==> config.mk <==
export PLATFORM = sky130hd
export DESIGN_NAME = fmem_stream_reader_flat
export DESIGN_NICKNAME = d
export VERILOG_FILES = /design/src/rtl/fmem_stream_reader_if.sv /design/src/rtl/fmem_stream_reader.sv /design/src/flat_wrapper.sv
export SDC_FILE = /design/constraint.sdc
export NUM_CORES = 1
export LEC_CHECK = 0
export ABC_AREA = 1
export CORE_MARGIN = 10
export CORE_UTILIZATION = 49
export CTS_CLUSTER_DIAMETER = 100
export CTS_CLUSTER_SIZE = 30
export DETAILED_ROUTE_END_ITERATION = 16
export PLACE_DENSITY = 0.85
export SLEW_MARGIN = 0
export SYNTH_ARGS = -nofsm -noshare
export SYNTH_HDL_FRONTEND = slang
export SYNTH_SLANG_ARGS = --single-unit
==> constraint.sdc <==
create_clock -name clk -period 2.4 [get_ports clk]
set_input_delay 0.48 -clock clk [delete_from_list [all_inputs] [get_ports clk]]
set_output_delay 0.48 -clock clk [all_outputs]
set_load 0.05 [all_outputs]
==> src/rtl/fmem_stream_reader_if.sv <==
// Valid/ready coefficient stream between the ROM reader and the MAC stage.
// The master drives data/valid/last, the slave drives ready.
interface fmem_stream_reader_if #(
    parameter int WIDTH = 20
);
    logic signed [WIDTH-1:0] data;
    logic                    valid;
    logic                    ready;
    logic                    last;

    modport master (
        output data,
        output valid,
        output last,
        input  ready
    );

    modport slave (
        input  data,
        input  valid,
        input  last,
        output ready
    );
endinterface

==> src/rtl/fmem_stream_reader.sv <==
// Read-side sequencer for the filter-coefficient ROM.
// Walks addresses 0..DEPTH-1 after a start pulse and hides the ROM's one-cycle
// read latency behind a 2-entry output FIFO. A read is only issued when the
// FIFO is guaranteed to have room for it, so words are never dropped.
// Optional build macro FMEM_WRAP_EN: the address wraps after DEPTH-1 and
// streaming repeats until the stop input ends it after the current pass.
module fmem_stream_reader #(
    parameter int WIDTH = 20,
    parameter int DEPTH = 13,
    parameter int AW    = 4
) (
    input  logic                    clk,
    input  logic                    reset_n,
    input  logic                    start,
    output logic                    busy,
    output logic                    done,
    output logic [AW-1:0]           rom_addr,
    input  logic signed [WIDTH-1:0] rom_data,
    fmem_stream_reader_if.master    m
`ifdef FMEM_WRAP_EN
    ,
    input  logic                    stop
`endif
);

    localparam logic [1:0]    S_IDLE    = 2'd0;
    localparam logic [1:0]    S_FETCH   = 2'd1;
    localparam logic [1:0]    S_DRAIN   = 2'd2;
    localparam logic [AW-1:0] LAST_ADDR = AW'(DEPTH - 1);
    localparam logic [AW-1:0] ADDR_ONE  = AW'(1);

    logic [1:0]              state;
    logic [1:0]              occ;
    logic                    rd_ptr;
    logic                    wr_ptr;
    logic                    vld_p1;
    logic                    last_p1;
    logic                    done_r;
    logic signed [WIDTH-1:0] buf_data [2];
    logic                    buf_last [2];
`ifdef FMEM_WRAP_EN
    logic                    stop_seen;
`endif

    logic                    accept;
    logic                    out_valid;
    logic                    pop;
    logic                    push;
    logic                    at_last;
    logic                    issue;
    logic                    end_of_pass;
    logic                    finish_fetch;
    logic [2:0]              demand;
    logic [AW-1:0]           addr_next;

    assign accept    = start && (state == S_IDLE);
    assign out_valid = (occ != 2'd0);
    assign pop       = out_valid && m.ready;
    assign push      = vld_p1;
    assign at_last   = (rom_addr == LAST_ADDR);

    // Words already buffered plus the one still in the ROM pipe must leave a
    // free slot (after this cycle's pop) for the read being issued now.
    assign demand      = {1'b0, occ} + {2'b00, vld_p1};
    assign issue       = (state == S_FETCH) && (demand < (3'd2 + {2'b00, pop}));
    assign end_of_pass = issue && at_last;

`ifdef FMEM_WRAP_EN
    assign finish_fetch = end_of_pass && (stop_seen || stop);
    assign addr_next    = at_last ? '0 : rom_addr + ADDR_ONE;
`else
    assign finish_fetch = end_of_pass;
    assign addr_next    = at_last ? rom_addr : rom_addr + ADDR_ONE;
`endif

    // Sequencer, address counter, ROM-latency tracker and FIFO bookkeeping.
    always_ff @(posedge clk or negedge reset_n) begin
        if (!reset_n) begin
            state     <= S_IDLE;
            rom_addr  <= '0;
            occ       <= 2'd0;
            rd_ptr    <= 1'b0;
            wr_ptr    <= 1'b0;
            vld_p1    <= 1'b0;
            last_p1   <= 1'b0;
            done_r    <= 1'b0;
`ifdef FMEM_WRAP_EN
            stop_seen <= 1'b0;
`endif
        end else begin
            done_r  <= 1'b0;
            vld_p1  <= issue;
            last_p1 <= end_of_pass;

            case (state)
                S_IDLE: begin
                    if (accept) begin
                        state     <= S_FETCH;
                        rom_addr  <= '0;
`ifdef FMEM_WRAP_EN
                        stop_seen <= 1'b0;
`endif
                    end
                end
                S_FETCH: begin
`ifdef FMEM_WRAP_EN
                    if (stop) begin
                        stop_seen <= 1'b1;
                    end
`endif
                    if (issue) begin
                        rom_addr <= addr_next;
                    end
                    if (finish_fetch) begin
                        state <= S_DRAIN;
                    end
                end
                S_DRAIN: begin
                    if (pop && buf_last[rd_ptr]) begin
                        state  <= S_IDLE;
                        done_r <= 1'b1;
                    end
                end
                default: state <= S_IDLE;
            endcase

            if (push) begin
                wr_ptr <= ~wr_ptr;
            end
            if (pop) begin
                rd_ptr <= ~rd_ptr;
            end
            case ({push, pop})
                2'b10:   occ <= occ + 2'd1;
                2'b01:   occ <= occ - 2'd1;
                default: occ <= occ;
            endcase
        end
    end

    // FIFO storage: capture the ROM word one cycle after its read was issued.
    always_ff @(posedge clk) begin
        if (push) begin
            buf_data[wr_ptr] <= rom_data;
            buf_last[wr_ptr] <= last_p1;
        end
    end

    assign m.valid = out_valid;
    assign m.data  = out_valid ? buf_data[rd_ptr] : '0;
    assign m.last  = out_valid && buf_last[rd_ptr];
    assign busy    = (state != S_IDLE) || done_r;
    assign done    = done_r;

endmodule

==> src/flat_wrapper.sv <==
// flat-port wrapper written by rule: the top's interface ports become plain ports
module fmem_stream_reader_flat 
#(
    parameter int WIDTH = 20,
    parameter int DEPTH = 13,
    parameter int AW    = 4
)
  (clk, reset_n, start, busy, done, rom_addr, rom_data, m_data, m_valid, m_last, m_ready);
  fmem_stream_reader_if #(.WIDTH(WIDTH)) m_i ();
  input  logic clk;
  input  logic reset_n;
  input  logic start;
  output logic busy;
  output logic done;
  output logic [AW-1:0] rom_addr;
  input  logic signed [WIDTH-1:0] rom_data;
  output wire logic [$bits(m_i.data)-1:0] m_data;
  output wire logic [$bits(m_i.valid)-1:0] m_valid;
  output wire logic [$bits(m_i.last)-1:0] m_last;
  input wire logic [$bits(m_i.ready)-1:0] m_ready;
  assign m_data = m_i.data;
  assign m_valid = m_i.valid;
  assign m_last = m_i.last;
  assign m_i.ready = m_ready;
  fmem_stream_reader #(.WIDTH(WIDTH), .DEPTH(DEPTH), .AW(AW)) u_core (.clk(clk), .reset_n(reset_n), .start(start), .busy(busy), .done(done), .rom_addr(rom_addr), .rom_data(rom_data), .m(m_i));
endmodule
After elaboration in Yosys (flattened, before gate mapping)
Memory sizes are Yosys's and may differ from the RTL's.
Index checks and enable logic that the tools add are counted.
{"block": "op_classes", "n_shift": 0, "multipliers": 0, "reduce_logical": 14, "n_mux": 14, "div": 0, "n_addsub": 5, "eq_ne": 10, "bitwise_logic": 2, "n_lt_le_gt_ge": 1}
{"op": "2-to-1 mux 20 bit", "n": 1}
{"op": "2-to-1 mux 4 bit", "n": 3}
{"op": "inequality test 2 x 1 -> 1 bit, second input constant", "n": 4}
{"op": "one-hot mux 4 bit (2 select lines)", "n": 1}
{"op": "nonzero test 2 bit", "n": 4}
{"op": "logical AND 1 bit", "n": 6}
{"op": "2-to-1 mux 2 bit", "n": 3}
{"op": "one-hot mux 2 bit (3 select lines)", "n": 1}
{"op": "adder 4 x 1 -> 4 bit, second input constant", "n": 1}
{"op": "equality test 2 x 1 -> 1 bit, second input constant", "n": 2}
{"op": "equality test 2 bit, second input constant", "n": 2}
{"op": "equality test 4 bit, second input constant", "n": 1}
{"op": "2-to-1 mux 1 bit", "n": 4}
{"op": "one-hot mux 2 bit (2 select lines)", "n": 1}
{"op": "AND reduction 4 bit", "n": 1}
{"op": "adder 2 x 1 -> 3 bit", "n": 1}
{"op": "adder 2 x 1 -> 3 bit, first input constant", "n": 1}
{"op": "less-than comparator 3 bit", "n": 1}
{"op": "AND reduction 3 bit", "n": 1}
{"op": "adder 2 x 1 -> 2 bit, second input constant", "n": 1}
{"op": "zero test 2 bit", "n": 1}
{"op": "inequality test 2 bit, second input constant", "n": 1}
{"op": "NOT 1 bit", "n": 2}
{"op": "subtractor 2 x 1 -> 2 bit, second input constant", "n": 1}
{"op": "logical OR 1 bit", "n": 1}
{"block": "word_totals", "romBits": 0, "ff_bits": 13, "word_cells": 56, "ram_bits": 42, "output_inout_bits": 28, "inputBits": 24, "latch_bits": 0, "n_memories": 2}
{"name": "u_core.buf_data", "words": 2, "width": 20, "rd": 1, "rd_ports_with_merged_regs": 0, "write_ports": 1, "line_no": "fmem_stream_reader.sv:39", "text": "logic signed [WIDTH-1:0] buf_data [2];"}
{"name": "u_core.buf_last", "words": 2, "width": 1, "rd": 1, "rd_ports_with_merged_regs": 0, "write_ports": 1, "line_no": "fmem_stream_reader.sv:40", "text": "logic buf_last [2];"}

Longest topological paths before layout
Gate-level depths: netlist of the first run.
{"block": "logic_depth", "depth_word": 8, "depth_mapped": 8, "depth_no_buf": 8}

Worst setup path after synthesis of the first run
Ideal clock, no wire load.
{"block": "synth_path", "path_type": "register -> output", "from": "register u_core.occ[0]", "to": "output port m_data[0]", "arrival_time_ps": 1644, "n_path_buf": 1, "path_slack_ps": 276, "required_ps": 1920, "stages_incl_launch_ff": 6, "path_cell_list": "dfrtp_1 inv_2 nand2_4 inv_2 buf_2 a21oi_1"}
{"block": "synth_between", "elab_chain_len": 2}
{"element": "start: declaration", "line_no": "fmem_stream_reader.sv:33", "text": "logic [1:0] occ;"}
{"element": "start signal: assignment", "line_no": "fmem_stream_reader.sv:134", "text": "2'b10: occ <= occ + 2'd1;"}
{"element": "start signal: assignment", "line_no": "fmem_stream_reader.sv:135", "text": "2'b01: occ <= occ - 2'd1;"}
{"element": "nonzero test 2 bit", "line_no": "fmem_stream_reader.sv:57", "text": "assign out_valid = (occ != 2'd0);"}
{"element": "net m_valid", "line_no": "flat_wrapper.sv:18", "text": "output wire logic [$bits(m_i.valid)-1:0] m_valid;"}
{"element": "2-to-1 mux 20 bit", "line_no": "fmem_stream_reader.sv:150", "text": "assign m.data = out_valid ? buf_data[rd_ptr] : '0;"}
{"element": "end: declaration", "line_no": "flat_wrapper.sv:17", "text": "output wire logic [$bits(m_i.data)-1:0] m_data;"}
The timed path passes the listed nets, and every way through them passes these cells.

Final worst setup path of the first run
{"block": "layout_path", "from": "register u_core.state[0]", "to": "output port busy"}
{"block": "layout_between", "elab_chain_len": 2}
{"element": "start: declaration", "line_no": "fmem_stream_reader.sv:32", "text": "logic [1:0] state;"}
{"element": "start signal: assignment", "line_no": "fmem_stream_reader.sv:79", "text": "state <= S_IDLE;"}
{"element": "start signal: assignment", "line_no": "fmem_stream_reader.sv:98", "text": "state <= S_FETCH;"}
{"element": "start signal: assignment", "line_no": "fmem_stream_reader.sv:115", "text": "state <= S_DRAIN;"}
{"element": "nonzero test 2 bit", "line_no": "fmem_stream_reader.sv:152", "text": "assign busy = (state != S_IDLE) || done_r;"}
{"element": "logical OR 1 bit", "line_no": "fmem_stream_reader.sv:152"}
{"element": "end: declaration", "line_no": "flat_wrapper.sv:13", "text": "output logic busy;"}
Every way passes these cells.

==> out/qor.csv, run 1 <==
metric;value;unit
initial antenna violation count;0;
wire length on met1;1.98;mm
Crit path largest cell delay;0.80;ns
crit path cell chain;nor2_1 > nand2_1 > clkdlybuf4s50_1;
initial drt markers;126;
synth cell count leaders;nand2_1, edfxtp_1, a21oi_1;
root buffer cell;clkbuf_8;
top-count cell post-synth;nand2_1;
endpoints failing setup;0;
GRT Total Usage;13.4;%
synth unique cells;23;
vias in the first global route;1648;
Final Skew;0.00851;ns
router iterations before antenna repair;4;
gr ovfl total;0;
Bufs and invs on worst path;1;
minimum clock period;2.17;ns
Core Box Area;0.00444;mm2
Seq/Total Area, Yosys;68.7;%
max-cap violations;0;
area leader, netlist;edfxtp_1;
Die Span Y;88.7;um
clk_lat worst skew;0.31;ns
cell family with most CP delay;buffers and inverters;
outcome;finished, final reports clean;
GPL Wtd Cong;0.778;
Routed met2 length;2.49;mm
Mapped Nets;219;
hold buffer count at cts;0;
Final period util;90.6;%
WL/cell;16.5;um
top cells by area, synth;edfxtp_1, dfrtp_1, nand2_1;
Post-synth top flop;edfxtp_1;
Layout Nets;274;
Hold Violations, Final;0;
final WL;4.93;mm
area grow syn2layout;37.9;%
Post-Syn Instances;190;
drt drc;0;
Slew headroom;44.2;%
Post-Route Setup TNS;0;ns
htree depth;2;
die area;0.00786;mm2
yosys warns;0;
TritonCTS Buffers;5;
Slew Limit Fails;0;
CTS max path bufs;2;
PostCTS Resize Cnt;0;
Buffers on Ports;51;
post-synthesis register bit count;55;
Post-DP HPWL;3.63;mm
num ports;52;
post-CTS setup repair buffer count;0;
crit start category;register;
detailed-route via count;1533;
TritonCTS clock tree;built;
Mapped Area;0.00231;mm2
Worst Path Arrival;1.69;ns
layout cells sized above 1;19.1;%
crit path max-delay cell type;clkdlybuf4s50_1;
starting density of the core;52.0;%
worst slew pin tran;0.837;ns
largest net degree at the start of global routing;23;
Vias/cell;5.14;
Setup crit end kind;output port;
Req. time, crit path;1.92;ns
fmax;460;MHz
count of flip-flops with a built-in enable after synthesis;42;
RSZ-0062 raised after global routing;false;
Hold Path Class;register to register;
CTS sink count;55;
CP Class;register to output port;
# diodes;0;
Avg Inst Size Synth;12.2;um2
DR top layer;met4;
Die W;88.7;um
first-pass GRT wire length;8.06;mm
top cell type's share of synthesized area;54.6;%
Post-DRT Antenna Nets;0;
met3 WL post-DR;402;um
clock-pin slew on the worst setup and hold paths;0.09;ns
# rows;24;
maximum fanout along the worst path;4;
Post-synth ARST share;23.6;%
==> path summary, 6_finish.rpt <==
path,start,endpoint,slack (ns),cells past startpoint
setup / recovery,u_core.state[0]$_DFFE_PN0P_,busy,0.23,3
setup reg to reg,u_core.occ[1]$_DFFE_PN0P_,u_core.occ[1]$_DFFE_PN0P_,0.60,8
hold reg to reg,u_core.last_p1$_DFF_PN0_,u_core.buf_last[1]$_DFFE_PP_,0.47,0
min in group asynchronous,reset_n,u_core.rom_addr[0]$_DFFE_PN0P_,0.54,1
hold / removal,u_core.last_p1$_DFF_PN0_,u_core.buf_last[1]$_DFFE_PP_,0.47,0
max in group asynchronous,reset_n,u_core.occ[1]$_DFFE_PN0P_,1.46,1
==> logic make-up (layout without fill, tap and decap cells) <==
logic type | after synthesis | after routing | synth area share [%]
AND/OR/NAND/NOR | 78 | 78 | 17.0
buffers and inverters | 21 | 77 | 3.79
AO/OA/AOI/OAI | 25 | 25 | 5.53
flip-flops | 55 | 55 | 68.7
XOR/XNOR | 6 | 6 | 2.28
adder cells (fa/ha/maj) | 5 | 5 | 2.71
==> layer usage <==
metal  up-vias  global-route usage (%)
met5         -                       0
met4         0                    4.99
met3         6                    5.70
met2        51                    22.1
met1       726                    15.1
li1        750                       -
==> per-stage QoR <==
| step | worst slack [ns] | instances | util, % | instance area, um2 | hold slack [ns] |
|---|---|---|---|---|---|
| after floorplan | 0.276 | 190 | - | 2310 | 0.184 |
| after global placement | 0.448 | 290 | 69.5 | 3090 | 0.422 |
| after detailed placement | 0.405 | 290 | 69.5 | 3090 | 0.448 |
| after CTS | 0.205 | 298 | 71.7 | 3190 | 0.471 |
| after global routing | 0.127 | 298 | 71.7 | 3190 | 0.489 |
| final | 0.226 | 298 | 71.7 | 3190 | 0.470 |
==> flip-flops by register name (all words and copies together), names as in the netlist <==
signal / count
u_core.last_p1: 1
u_core.done: 1
u_core.buf_last: 2
u_core.push: 1
u_core.state: 2
u_core.rd_ptr: 1
u_core.occ: 2
u_core.wr_ptr: 1
u_core.rom_addr: 4
u_core.buf_data: 40
==> layout make-up <==
type,count,area [um2]
flip-flops and latches,55,1590
fillers,293,1260
repair buffers,54,743
multi-input cells,114,638
clock buffers,7,86.3
well taps,52,65.1
inverters,15,57.6
clock inverters,1,8.76
==> cells in the final DEF, fill, tap and decap left out, types with 2 or more instances in the layout <==
cell type and n:
clkdlybuf4s50_1 30, xor2_1 4, a21oi_1 21, ha_1 5, buf_4 3, nand3_4 2, o21ai_1 2, nand3_1 7
dfrtp_1 13, nand2_2 2, buf_12 21, inv_1 11, nand2_1 53, xnor2_1 2, nor2_1 6, clkbuf_8 6
edfxtp_1 42, inv_2 3, nand2_4 3
Power of run 1 is left out: the tool's default activity adds up to more than one toggle a clock period on the data nets, which glitch-free logic cannot reach.
==> run 2: changes to the inputs <==
CORE_UTILIZATION = 35   (was 49)
PLACE_DENSITY = 0.66   (was 0.85)
==> run 2 against run 1 <==
Worst setup slack better by 0.0093 ns. Global-route usage fell by 3.9 points. Clock skew fell by 0.0054 ns.
==> out/qor.csv, run 2 (synthesis results as in run 1) <==
metric;value;unit
Post-DRT Antenna Nets;0;
area grow syn2layout;40.7;%
layout cells sized above 1;19.4;%
flop2flop setup slack;0.55;ns
Buffers on Ports;51;
GRT Total Usage;9.54;%
top flop regs;u_core.buf_data: 40 flops, u_core.rom_addr: 4 flops;
Reg-to-Reg End;u_core.occ[1]$_DFFE_PN0P_;
Post-DP HPWL;3.36;mm
Setup crit end kind;output port;
crit path max-delay cell type;clkdlybuf4s50_1;
max-cap violations;0;
Worst Path Arrival;1.69;ns
crit start category;register;
# diodes;0;
# rows;29;
Die Span Y;101;um
outcome;finished, final reports clean;
CTS max path bufs;2;
crit path cell chain;nor2_1 > nand2_1 > clkdlybuf4s50_1;
GR Layer Usage met3;3.95;%
critical path endpoint;busy;
CP Depth;3;
Final period util;90.2;%
Slew Limit Fails;0;
starting density of the core;36.2;%
die area;0.0102;mm2
vias in the first global route;1574;
router iterations before antenna repair;4;
GPL Wtd Cong;0.708;
PostCTS Resize Cnt;0;
drt drc;0;
# fillers;538;
initial drt markers;61;
Slew headroom;59.0;%
post-CTS setup repair buffer count;0;
gr ovfl total;0;
maximum fanout along the worst path;4;
initial antenna violation count;0;
Register-to-Register Path Depth;8;
RSZ-0062 raised after global routing;false;
cell family with most CP delay;buffers and inverters;
Die W;101;um
clk_lat worst skew;0.30;ns
endpoints failing setup;0;
Vias/cell;4.60;
root buffer cell;clkbuf_8;
Core Box Area;0.00639;mm2
largest net degree at the start of global routing;23;
max reg flops;40;
Layout Nets;275;
GRT busiest layer;met2;
fmax;462;MHz
worst slew pin tran;0.613;ns
CP Class;register to output port;
num ports;52;
final core utilization;50.9;%
Hold Path Class;register to register;
Biggest register;u_core.buf_data;
first-pass GRT wire length;7.77;mm
hold buffer count at cts;0;
met1 Usage GRT;11.0;%
CTS sink count;55;
Hold Violations, Final;0;
TritonCTS clock tree;built;
Crit path largest cell delay;0.70;ns
Post-Route Setup TNS;0;ns
htree depth;2;
final WL;4.68;mm
met2 Usage GRT;15.8;%
most common cell after layout, fill and taps aside;nand2_1;
minimum clock period;2.17;ns
launch point of the worst reg-to-reg path;u_core.occ[1]$_DFFE_PN0P_;
Final Skew;0.00312;ns
clock-pin slew on the worst setup and hold paths;0.09;ns
TritonCTS Buffers;5;
Req. time, crit path;1.92;ns
detailed-route via count;1489;
WL/cell;14.5;um
Bufs and invs on worst path;1;
most frequent cells in the layout;nand2_1, edfxtp_1, clkdlybuf4s50_1, buf_12, a21oi_1;
Setup crit start;u_core.state[0]$_DFFE_PN0P_;
==> run 2: worst min-delay path by stage <==
stage,slack (ns),cells after the start,from,to
floorplan,0.18,0,reset_n,u_core.done$_DFF_PN0_
global placement,0.42,0,u_core.last_p1$_DFF_PN0_,u_core.buf_last[0]$_DFFE_PP_
detailed placement,0.43,0,u_core.last_p1$_DFF_PN0_,u_core.buf_last[0]$_DFFE_PP_
CTS,0.45,0,u_core.last_p1$_DFF_PN0_,u_core.buf_last[0]$_DFFE_PP_
global route,0.47,0,u_core.last_p1$_DFF_PN0_,u_core.buf_last[0]$_DFFE_PP_
finish,0.45,0,u_core.last_p1$_DFF_PN0_,u_core.buf_last[0]$_DFFE_PP_
==> run 2: stage by stage <==
| step | instance area (um2) | hold slack, ns | cells | worst slack, ns |
|---|---|---|---|---|
| 6_report | 3250 | 0.454 | 324 | 0.235 |
| 5_1_grt | 3250 | 0.466 | 324 | 0.0684 |
| 4_1_cts | 3250 | 0.455 | 324 | 0.211 |
| 3_5_place_dp | 3140 | 0.431 | 316 | 0.393 |
| 3_3_place_gp | 3140 | 0.422 | 316 | 0.438 |
| 2_1_floorplan | 2310 | 0.184 | 190 | 0.276 |
==> run 2: final cells by class <==
| class | instances | area, um2 | area share, % |
|---|---|---|---|
| clock buffer | 5 | 68.8 | 2.12 |
| clock inverter | 3 | 38.8 | 1.19 |
| inverter | 15 | 57.6 | 1.77 |
| multi-input combinational | 114 | 638 | 19.6 |
| sequential | 55 | 1590 | 48.8 |
| tap | 77 | 96.3 | 2.96 |
| timing repair buffer | 55 | 763 | 23.5 |
==> run 2: per-layer routing <==
layer	part of all wire, %	wire (um)	up-vias
met5	0	0	-
met4	1.2	54	0
met3	7.7	360	5
met2	50	2350	39
met1	41	1920	697
li1	-	-	748
Power of run 2 is left out for the same reason.
